$ cat src/rtl/fetch_stage.sv
// Instruction-fetch stage: owns the PC, captures imem data into the IF/ID
// register, and handles decode stalls and taken-branch redirects with bubbles.
module fetch_stage #(
    parameter int                   PC_WIDTH    = 8,
    parameter int                   INSTR_WIDTH = 11,
    parameter int                   RESET_PC    = 0,
    parameter int                   PC_LIMIT    = 128,
    parameter logic [INSTR_WIDTH-1:0] NOP_INSTR = 11'b000_0000_0000,
    parameter int                   CNT_WIDTH   = 8
) (
    input  logic                   clk,
    input  logic                   reset,
    input  logic                   stall,
    input  logic                   branch_taken,
    input  logic [PC_WIDTH-1:0]    branch_target,
    input  logic [INSTR_WIDTH-1:0] Instr,
    output logic [PC_WIDTH-1:0]    PC,
    output logic [INSTR_WIDTH-1:0] id_instr,
    output logic [PC_WIDTH-1:0]    id_pc,
    output logic                   id_valid,
    output logic [CNT_WIDTH-1:0]   issued_count
);

    typedef enum logic [0:0] {
        BOOT = 1'b0,
        RUN  = 1'b1
    } state_t;

    // PC_LIMIT is a power of two, so masking implements both wrap and target clamping.
    localparam logic [PC_WIDTH-1:0]  PC_MASK  = PC_WIDTH'(PC_LIMIT - 1);
    localparam logic [PC_WIDTH-1:0]  PC_INIT  = PC_WIDTH'(RESET_PC);
    localparam logic [PC_WIDTH-1:0]  PC_ONE   = {{(PC_WIDTH-1){1'b0}}, 1'b1};
    localparam logic [PC_WIDTH-1:0]  PC_ZERO  = {PC_WIDTH{1'b0}};
    localparam logic [CNT_WIDTH-1:0] CNT_ONE  = {{(CNT_WIDTH-1){1'b0}}, 1'b1};
    localparam logic [CNT_WIDTH-1:0] CNT_ZERO = {CNT_WIDTH{1'b0}};
    localparam logic [CNT_WIDTH-1:0] CNT_MAX  = {CNT_WIDTH{1'b1}};

    state_t                   state_r, state_s;
    logic [PC_WIDTH-1:0]      pc_r, pc_s;
    logic [INSTR_WIDTH-1:0]   id_instr_r, id_instr_s;
    logic [PC_WIDTH-1:0]      id_pc_r, id_pc_s;
    logic                     id_valid_r, id_valid_s;
    logic [CNT_WIDTH-1:0]     count_r, count_s;

    // Next-state and next-value logic for the BOOT/RUN controller and IF/ID register.
    always_comb begin
        state_s    = state_r;
        pc_s       = pc_r;
        id_instr_s = id_instr_r;
        id_pc_s    = id_pc_r;
        id_valid_s = id_valid_r;
        count_s    = count_r;
        case (state_r)
            BOOT: begin
                state_s = RUN;
            end
            RUN: begin
                if (branch_taken) begin
                    // Redirect wins over stall; Instr is not sampled here.
                    pc_s       = branch_target & PC_MASK;
                    id_instr_s = NOP_INSTR;
                    id_pc_s    = PC_ZERO;
                    id_valid_s = 1'b0;
                end else if (stall) begin
                    pc_s       = pc_r;
                    id_instr_s = id_instr_r;
                    id_pc_s    = id_pc_r;
                    id_valid_s = id_valid_r;
                end else begin
                    pc_s       = (pc_r + PC_ONE) & PC_MASK;
                    id_instr_s = Instr;
                    id_pc_s    = pc_r;
                    id_valid_s = 1'b1;
                    if (count_r != CNT_MAX) begin
                        count_s = count_r + CNT_ONE;
                    end else begin
                        count_s = count_r;
                    end
                end
            end
            default: begin
                state_s = BOOT;
            end
        endcase
    end

    // State register with synchronous reset.
    always_ff @(posedge clk) begin
        if (reset) begin
            state_r    <= BOOT;
            pc_r       <= PC_INIT & PC_MASK;
            id_instr_r <= NOP_INSTR;
            id_pc_r    <= PC_ZERO;
            id_valid_r <= 1'b0;
            count_r    <= CNT_ZERO;
        end else begin
            state_r    <= state_s;
            pc_r       <= pc_s;
            id_instr_r <= id_instr_s;
            id_pc_r    <= id_pc_s;
            id_valid_r <= id_valid_s;
            count_r    <= count_s;
        end
    end

    assign PC           = pc_r;
    assign id_instr     = id_instr_r;
    assign id_pc        = id_pc_r;
    assign id_valid     = id_valid_r;
    assign issued_count = count_r;

endmodule

$ cat config.mk
export PLATFORM = sky130hd
export DESIGN_NAME = fetch_stage
export DESIGN_NICKNAME = d
export VERILOG_FILES = /design/src/rtl/fetch_stage.sv
export SDC_FILE = /design/constraint.sdc
export NUM_CORES = 1
export LEC_CHECK = 0
export BUFFER_PORTS_ARGS = -buffer_cell sky130_fd_sc_hd__buf_2
export CELL_PAD_IN_SITES_DETAIL_PLACEMENT = 0
export CELL_PAD_IN_SITES_GLOBAL_PLACEMENT = 1
export CORE_AREA = 2 2 68 70
export DETAILED_ROUTE_END_ITERATION = 12
export DIE_AREA = 0 0 70 72
export PLACE_DENSITY = 0.82
export SYNTH_ARGS = -nofsm -noshare
export SYNTH_HDL_FRONTEND = slang
export SYNTH_SLANG_ARGS = --single-unit
$ cat constraint.sdc
create_clock -name clk -period 4.5 [get_ports clk]
set_input_delay 0.9 -clock clk [delete_from_list [all_inputs] [get_ports clk]]
set_output_delay 0.9 -clock clk [all_outputs]
set_load 0.01 [all_outputs]
Word level (Yosys, flattened, before mapping) --
Cells that the tools add are included.
Storage, ports and cells: bits of input ports 23, word-level logic and storage cells 23, register bits after elaboration 37
Operators by class: bitwise operators 2, add/sub/neg operators 2, multiplexer cells 9, reduce and logical (&&, ||, !) cells 2, eq/ne operators 2
Operators by type and width (number):
- 8-bit two-way mux | 4
- 11-bit two-way mux | 2
- 8-bit by 1-bit adder with 8-bit output, second input constant | 1
- 8-bit inequality test, second input constant | 1
- 7-bit by 1-bit adder with 7-bit output, second input constant | 1
- 4-bit AND reduction | 1
- 1-bit two-way mux | 3
- 2-bit by 1-bit inequality test with 1-bit output, second input constant | 1
- 1-bit NOT | 2
- 2-bit AND reduction | 1

Depth between registers and ports, before layout --
Gate-level depths: netlist of the first run.
depth in word-level cells 3, depth in mapped cells 6, depth with buffers taken out 5

Least setup slack after synthesis of the first run --
OpenSTA, ideal clock, no wires.
path type input to register, start point input port branch_taken, end point register count_r[6] (netlist: issued_count[6]), library setup time 0.121 ns, path slack 2.504 ns, arrival 1.875 ns, path buffers 1, stages on the path 4, data required time 4.379 ns, cells stage by stage buf_2 -> nor3b_4 -> and4_1 -> mux2_2
On the way: word-level cells in the longest chain between the ends 2
Ends and longest elaborated chain:
- start: declaration | line 14 | input logic branch_taken,
- 1-bit NOT (no source line)
- 4-bit AND reduction (no source line)
- end signal: assignment | line 102 | count_r <= count_s;
- end: declaration | line 43 | logic [CNT_WIDTH-1:0] count_r, count_s;
No other way between the ends. A chain may end at the register's enable or synchronous reset.

Worst setup path in the final report of the first run --
start point input port branch_taken, end point register count_r[5] (netlist: issued_count[5])
The elaborated chain is that of the path after synthesis.

==> impl_metrics.csv, run 1 <==
group,metric,value,unit
run_status,status,"complete, no violations",
hold_path,hold_path.class,"flop to flop",
layout,fin_nets,239,
synth,yosysTopAreaCell,"dfxtp_1",
global_routing,grtUsageTotal,0.137,
placed_design,place_congestion,0.727,
clock_tree,cts-htree-levels,2,
clock_tree,clock-root-buffer,"clkbuf_8",
die,core,4260,µm²
clock_tree,post-cts-setup-buffers,0,
placed_design,dp_slack,2.14,ns
clock_tree,cts_resized,0,
synth,synth-edff-count,0,
synth,yosys-top-cells-count,"35 x dfxtp_1, 32 x nor2_1, 18 x a22oi_1",
hold_path,min_from,"id_instr[8]",
synth,synth_most_common_cell,"dfxtp_1",
layout,syn_to_final_growth,26.2,%
sta,finalSetupViolCount,0,
synth,yosysTopAreaCellShare,0.477,
sta,final_hold_viol_count,0,
synth,yosys_warnings,0,
drt,detail_route.first_pass.iterations,4,
global_routing,grt_max_degree,37,
die,pin_count,59,
sta,setup_tns,0,ns
sta,tightest_slew,0.649,ns
clock_tree,cts.sinks,35,
power,p_leak,0.000863,µW
clock_tree,insertion_delay,0.28,ns
setup_path,crit_type,"input pin to flop",
die,initial_core_util,0.345,
synth,synth_cells,161,
sta,setup_slack,2.45,ns
placed_design,portBuffers,55,
synth,synth-seq-area-share,0.477,
setup_path,crit_path_end_kind,"flop",
sta,finalCritPeriodShare,0.456,
layout,insertedDiodeCount,0,
drt,drc,0,
synth,synthFlopType,"dfxtp_1",
setup_path,rr_startpoint,"issued_count[0]",
clock_tree,cts_buffers,5,
die,die_w,70,µm
run,cap_violations,0,
power,peakVddDrop,0.167,mV
drt,wl_per_cell,12.8,µm
global_routing,first_global_vias,1262,
setup_path,cp-startpoint,"branch_taken",
setup_path,arrival,2.21,ns
global_routing,grt_overflow_total,0,
sta,slew_violations,0,
sta,rsz0062_at_grt,"no",
setup_path,start_kind,"input pin",
placed_design,dp_hpwl,2.32,mm
sta,relSlewSlack,0.567,
clock_tree,cts_hold_buf,0,
synth,synth_area_leaders,"dfxtp_1 48%, a22oi_1 9.2%, nor2_1 8.2%",
sta,fin_crit,2.05,ns
layout,post-route-util,0.435,
die,dieArea,5040,µm²
power,power_density,326,nW/µm²
global_routing,antenna_found_initial,0,
die,die_y,72,µm
clock_tree,cts_tree,"built",
layout,multi_input_area,697,µm²
die,rows,24,
synth,synth_cell_type_count,34,
global_routing,grt_pass1_wl,5.63,mm
layout,seqCellArea,701,µm²
layout,layout-drive-gt1-share,0.330,
drt,vias,1359,
synth,synth.ff_latch_count,35,
drt,wl,3.41,mm
setup_path,required,4.66,ns
drt,drtIter0Drc,57,
clock_tree,clk_pin_slew,0.07,ns
power,p_total,605,µW
placed_design,dp_cells,259,
sta,fin_skew,0.00528,ns
synth,avgSynthCellArea,9.13,µm²
synth,syn_area,1470,µm²
drt,postRouteAntennaNets,0,
drt,vias_per_cell,5.09,
layout,stdcell_count,267,
setup_path,cp_max_fo,27,
sta,max_freq,487,MHz
layout,n_fill_cell,454,
synth,synth_async_sr_flop_share,0,
clock_tree,clockBufferDepth,2,
-- cell type report --
| class | count | share of cell area |
|---|---|---|
| Clock inverter | 3 | 0.00809 |
| Tap cell | 52 | 0.0351 |
| Multi-Input combinational cell | 110 | 0.376 |
| Timing Repair Buffer | 57 | 0.156 |
| Sequential cell | 35 | 0.378 |
| Inverter | 5 | 0.0101 |
| Clock buffer | 5 | 0.0371 |
-- path summary, 6_finish.rpt --
| kind | to | slack (ns) | depth (start not counted) |
|---|---|---|---|
| max | issued_count[5] | 2.45 | 6 |
| min | id_instr[8] | 0.50 | 2 |
| max reg2reg | issued_count[2] | 2.78 | 5 |
| min reg2reg | id_instr[8] | 0.50 | 2 |
-- flip-flops by register name, summed over array words and instances (netlist names) --
signal / cells
PC: 7
id_instr: 11
id_pc: 7
id_valid: 1
issued_count: 8
state_r: 1
-- critical path, cell delays in order --
cell and delay (ns):
buf_2 0.21, nor3b_4 0.21, buf_4 0.30, nand3_1 0.14
o311ai_0 0.31, o41ai_1 0.12
-- cell families (layout without fill, tap and decap cells) --
logic type / after synthesis / in the layout / share of synthesized area
AOI/OAI and AO/OA: 46 / 46 / 0.223
xor gates and xnor gates: 2 / 2 / 0.0119
adders and majority gates: 2 / 2 / 0.0170
buffers and inverters: 17 / 70 / 0.0519
DFF: 35 / 35 / 0.477
muxes: 6 / 6 / 0.0417
other: 1 / 2 / 0.00255
and+or+nand+nor: 52 / 52 / 0.175
-- routing by layer --
| layer | global-route usage | share of wire | vias up |
|---|---|---|---|
| met5 | 0 | 0 | - |
| met2 | 0.215 | 0.44 | 42 |
| li1 | - | - | 687 |
| met3 | 0.0514 | 0.080 | 5 |
| met1 | 0.175 | 0.46 | 625 |
| met4 | 0.0449 | 0.014 | 0 |
-- where the power goes --
part,internal [µW],total (µW),switching [µW],leakage [µW]
clock network,106,217,111,0.0000477
registers,318,327,8.91,0.000284
logic,26.5,61.1,34.6,0.000531
-- per-stage QoR --
step	cell area, µm²	hold WS (ns)
6_report	1860	0.495
3_5_place_dp	1770	0.482
4_1_cts	1860	0.501
2_1_floorplan	1470	0.505
5_1_grt	1860	0.532
3_3_place_gp	1770	0.475
-- cell usage in the layout (no fill, tap or decap), drive strengths merged, types with 2 or more instances in the layout --
cell type / instances
buf: 57
dfxtp: 35
nor2: 32
a22oi: 18
a21oi: 7
o21ai: 6
inv: 5
nand4: 5
mux2i: 5
clkbuf: 5
nand2: 4
nand3: 3
a211oi: 3
a22o: 3
clkinv: 3
and4: 2
a311oi: 2
and3: 2
a31o: 2
ha: 2
conb: 2
Note: power is estimated with default switching activity, not from simulation.
==> run 2: changes to the inputs <==
Settings changed: CORE_AREA 2 2 68 70 to 2 2 69 71, DIE_AREA 0 0 70 72 to 0 0 71 73, PLACE_DENSITY 0.82 to 0.8.
Clock period 4.5 ns to 2 ns, I/O delays scaled along.
==> impl_metrics.csv, run 2 (synthesized netlist as in run 1, its figures left out) <==
group,metric,value,unit
run_status,status,"complete, no violations",
hold_path,min_from,"Instr[3]",
die,rows,25,
clock_tree,cts-htree-levels,2,
clock_tree,clk_pin_slew,0.07,ns
layout,fin_nets,243,
global_routing,grtUsageTotal,0.144,
layout,largest_register_ffs,11,
layout,final_common_cell,"buf_2",
global_routing,grt_overflow_total,0,
clock_tree,insertion_delay,0.28,ns
sta,final_hold_viol_count,0,
drt,wl,3.52,mm
clock_tree,clockBufferDepth,2,
setup_path,start_kind,"flop",
layout,stdcell_count,273,
global_routing,antenna_found_initial,0,
global_routing,grt_max_degree,22,
setup_path,path_buf_inv,1,
sta,slew_violations,0,
setup_path,cp_cell_sequence,"ha_1 > nand4_1 > o21ai_0 > inv_1 > a311oi_1",
setup_path,critPathSlowestCell,"dfxtp_1",
power,peakVddDrop,0.362,mV
setup_path,crit_path_max_incr_delay,0.45,ns
layout,n_fill_cell,466,
clock_tree,cts_hold_buf,0,
clock_tree,cts_resized,0,
sta,finalCritPeriodShare,0.886,
layout,insertedDiodeCount,0,
die,die_w,71,µm
placed_design,dp_hpwl,2.51,mm
setup_path,rr_startpoint,"issued_count[0]",
die,core,4540,µm²
setup_path,crit_type,"flop to flop",
drt,vias_per_cell,5.10,
die,dieArea,5180,µm²
hold_path,hold_path.class,"input pin to flop",
layout,layout_common_cells,"55 x buf_2, 35 x dfxtp_1, 32 x nor2_1, 18 x a22oi_1, 7 x a21oi_1",
setup_path,cp-startpoint,"issued_count[0]",
die,initial_core_util,0.324,
drt,drtIter0Drc,50,
sta,max_freq,564,MHz
placed_design,dp_cells,265,
sta,rsz0062_at_grt,"no",
clock_tree,cts_tree,"built",
clock_tree,cts_buffers,5,
sta,fin_crit,1.77,ns
drt,detail_route.first_pass.iterations,4,
sta,tightest_slew,0.498,ns
clock_tree,clock-root-buffer,"clkbuf_8",
placed_design,place_congestion,0.798,
setup_path,cp_max_fo,7,
layout,layout-drive-gt1-share,0.338,
global_routing,first_global_vias,1256,
drt,drc,0,
clock_tree,post-cts-setup-buffers,0,
drt,vias,1391,
layout,multi_input_area,701,µm²
sta,setup_tns,0,ns
setup_path,required,2.20,ns
drt,wl_per_cell,12.9,µm
sta,relSlewSlack,0.664,
setup_path,arrival,1.97,ns
run,cap_violations,0,
layout,seqCellArea,701,µm²
die,pin_count,59,
global_routing,grt_pass1_wl,5.82,mm
power,power_density,724,nW/µm²
power,p_leak,0.000879,µW
sta,fin_skew,0.00407,ns
sta,finalSetupViolCount,0,
die,die_y,73,µm
drt,postRouteAntennaNets,0,
clock_tree,cts.sinks,35,
placed_design,portBuffers,55,
setup_path,crit_path_end_kind,"flop",
layout,syn_to_final_growth,28.5,%
setup_path,crit_family,"compound AO/OA/AOI/OAI gates",
-- run 2: worst reg2reg max path, stage by stage (launching register included) --
cell      delay, ns
dfxtp_1        0.45
ha_1           0.32
nand4_1        0.14
o21ai_0        0.45
inv_1          0.08
a311oi_1       0.26
-- run 2: layout make-up --
cell class / instances / share of cell area
sequential: 35 / 0.371
timing repair buffer: 61 / 0.170
clock inverter: 1 / 0.00265
inverter: 5 / 0.00993
clock buffer: 7 / 0.0404
tap: 54 / 0.0358
multi-input combinational: 110 / 0.371
-- run 2: final timing paths --
path / slack [ns] / cells past startpoint / endpoint
hold reg to reg: 0.49 / 2 / id_valid
setup reg to reg: 0.23 / 5 / issued_count[2]
hold / removal: 0.37 / 3 / id_instr[3]
setup / recovery: 0.23 / 5 / issued_count[2]
-- run 2: power breakdown --
part | internal (µW) | total, µW | leakage [µW] | switching (µW)
Clock | 244 | 486 | 0.0000422 | 242
Combinational | 64.9 | 146 | 0.000552 | 81.1
Sequential | 717 | 737 | 0.000284 | 20.1
-- run 2: stage by stage --
| step | instance area [µm²] | power [µW] | hold slack [ns] | util | setup WS (ns) |
|---|---|---|---|---|---|
| after floorplan | 1470 | 837 | 0.505 | - | 0.369 |
| after global placement | 1810 | 898 | 0.464 | 0.399 | 0.300 |
| after detailed placement | 1810 | 899 | 0.476 | 0.399 | 0.234 |
| after CTS | 1890 | 1400 | 0.350 | 0.417 | 0.240 |
| after global routing | 1890 | 1450 | 0.381 | 0.417 | 0.0736 |
| final | 1890 | 1370 | 0.366 | 0.417 | 0.227 |
-- run 2: routing by layer --
layer	share of wire	global-route usage
met1	0.47	0.181
met5	0	0
met2	0.45	0.221
met3	0.065	0.0539
met4	0.020	0.0629
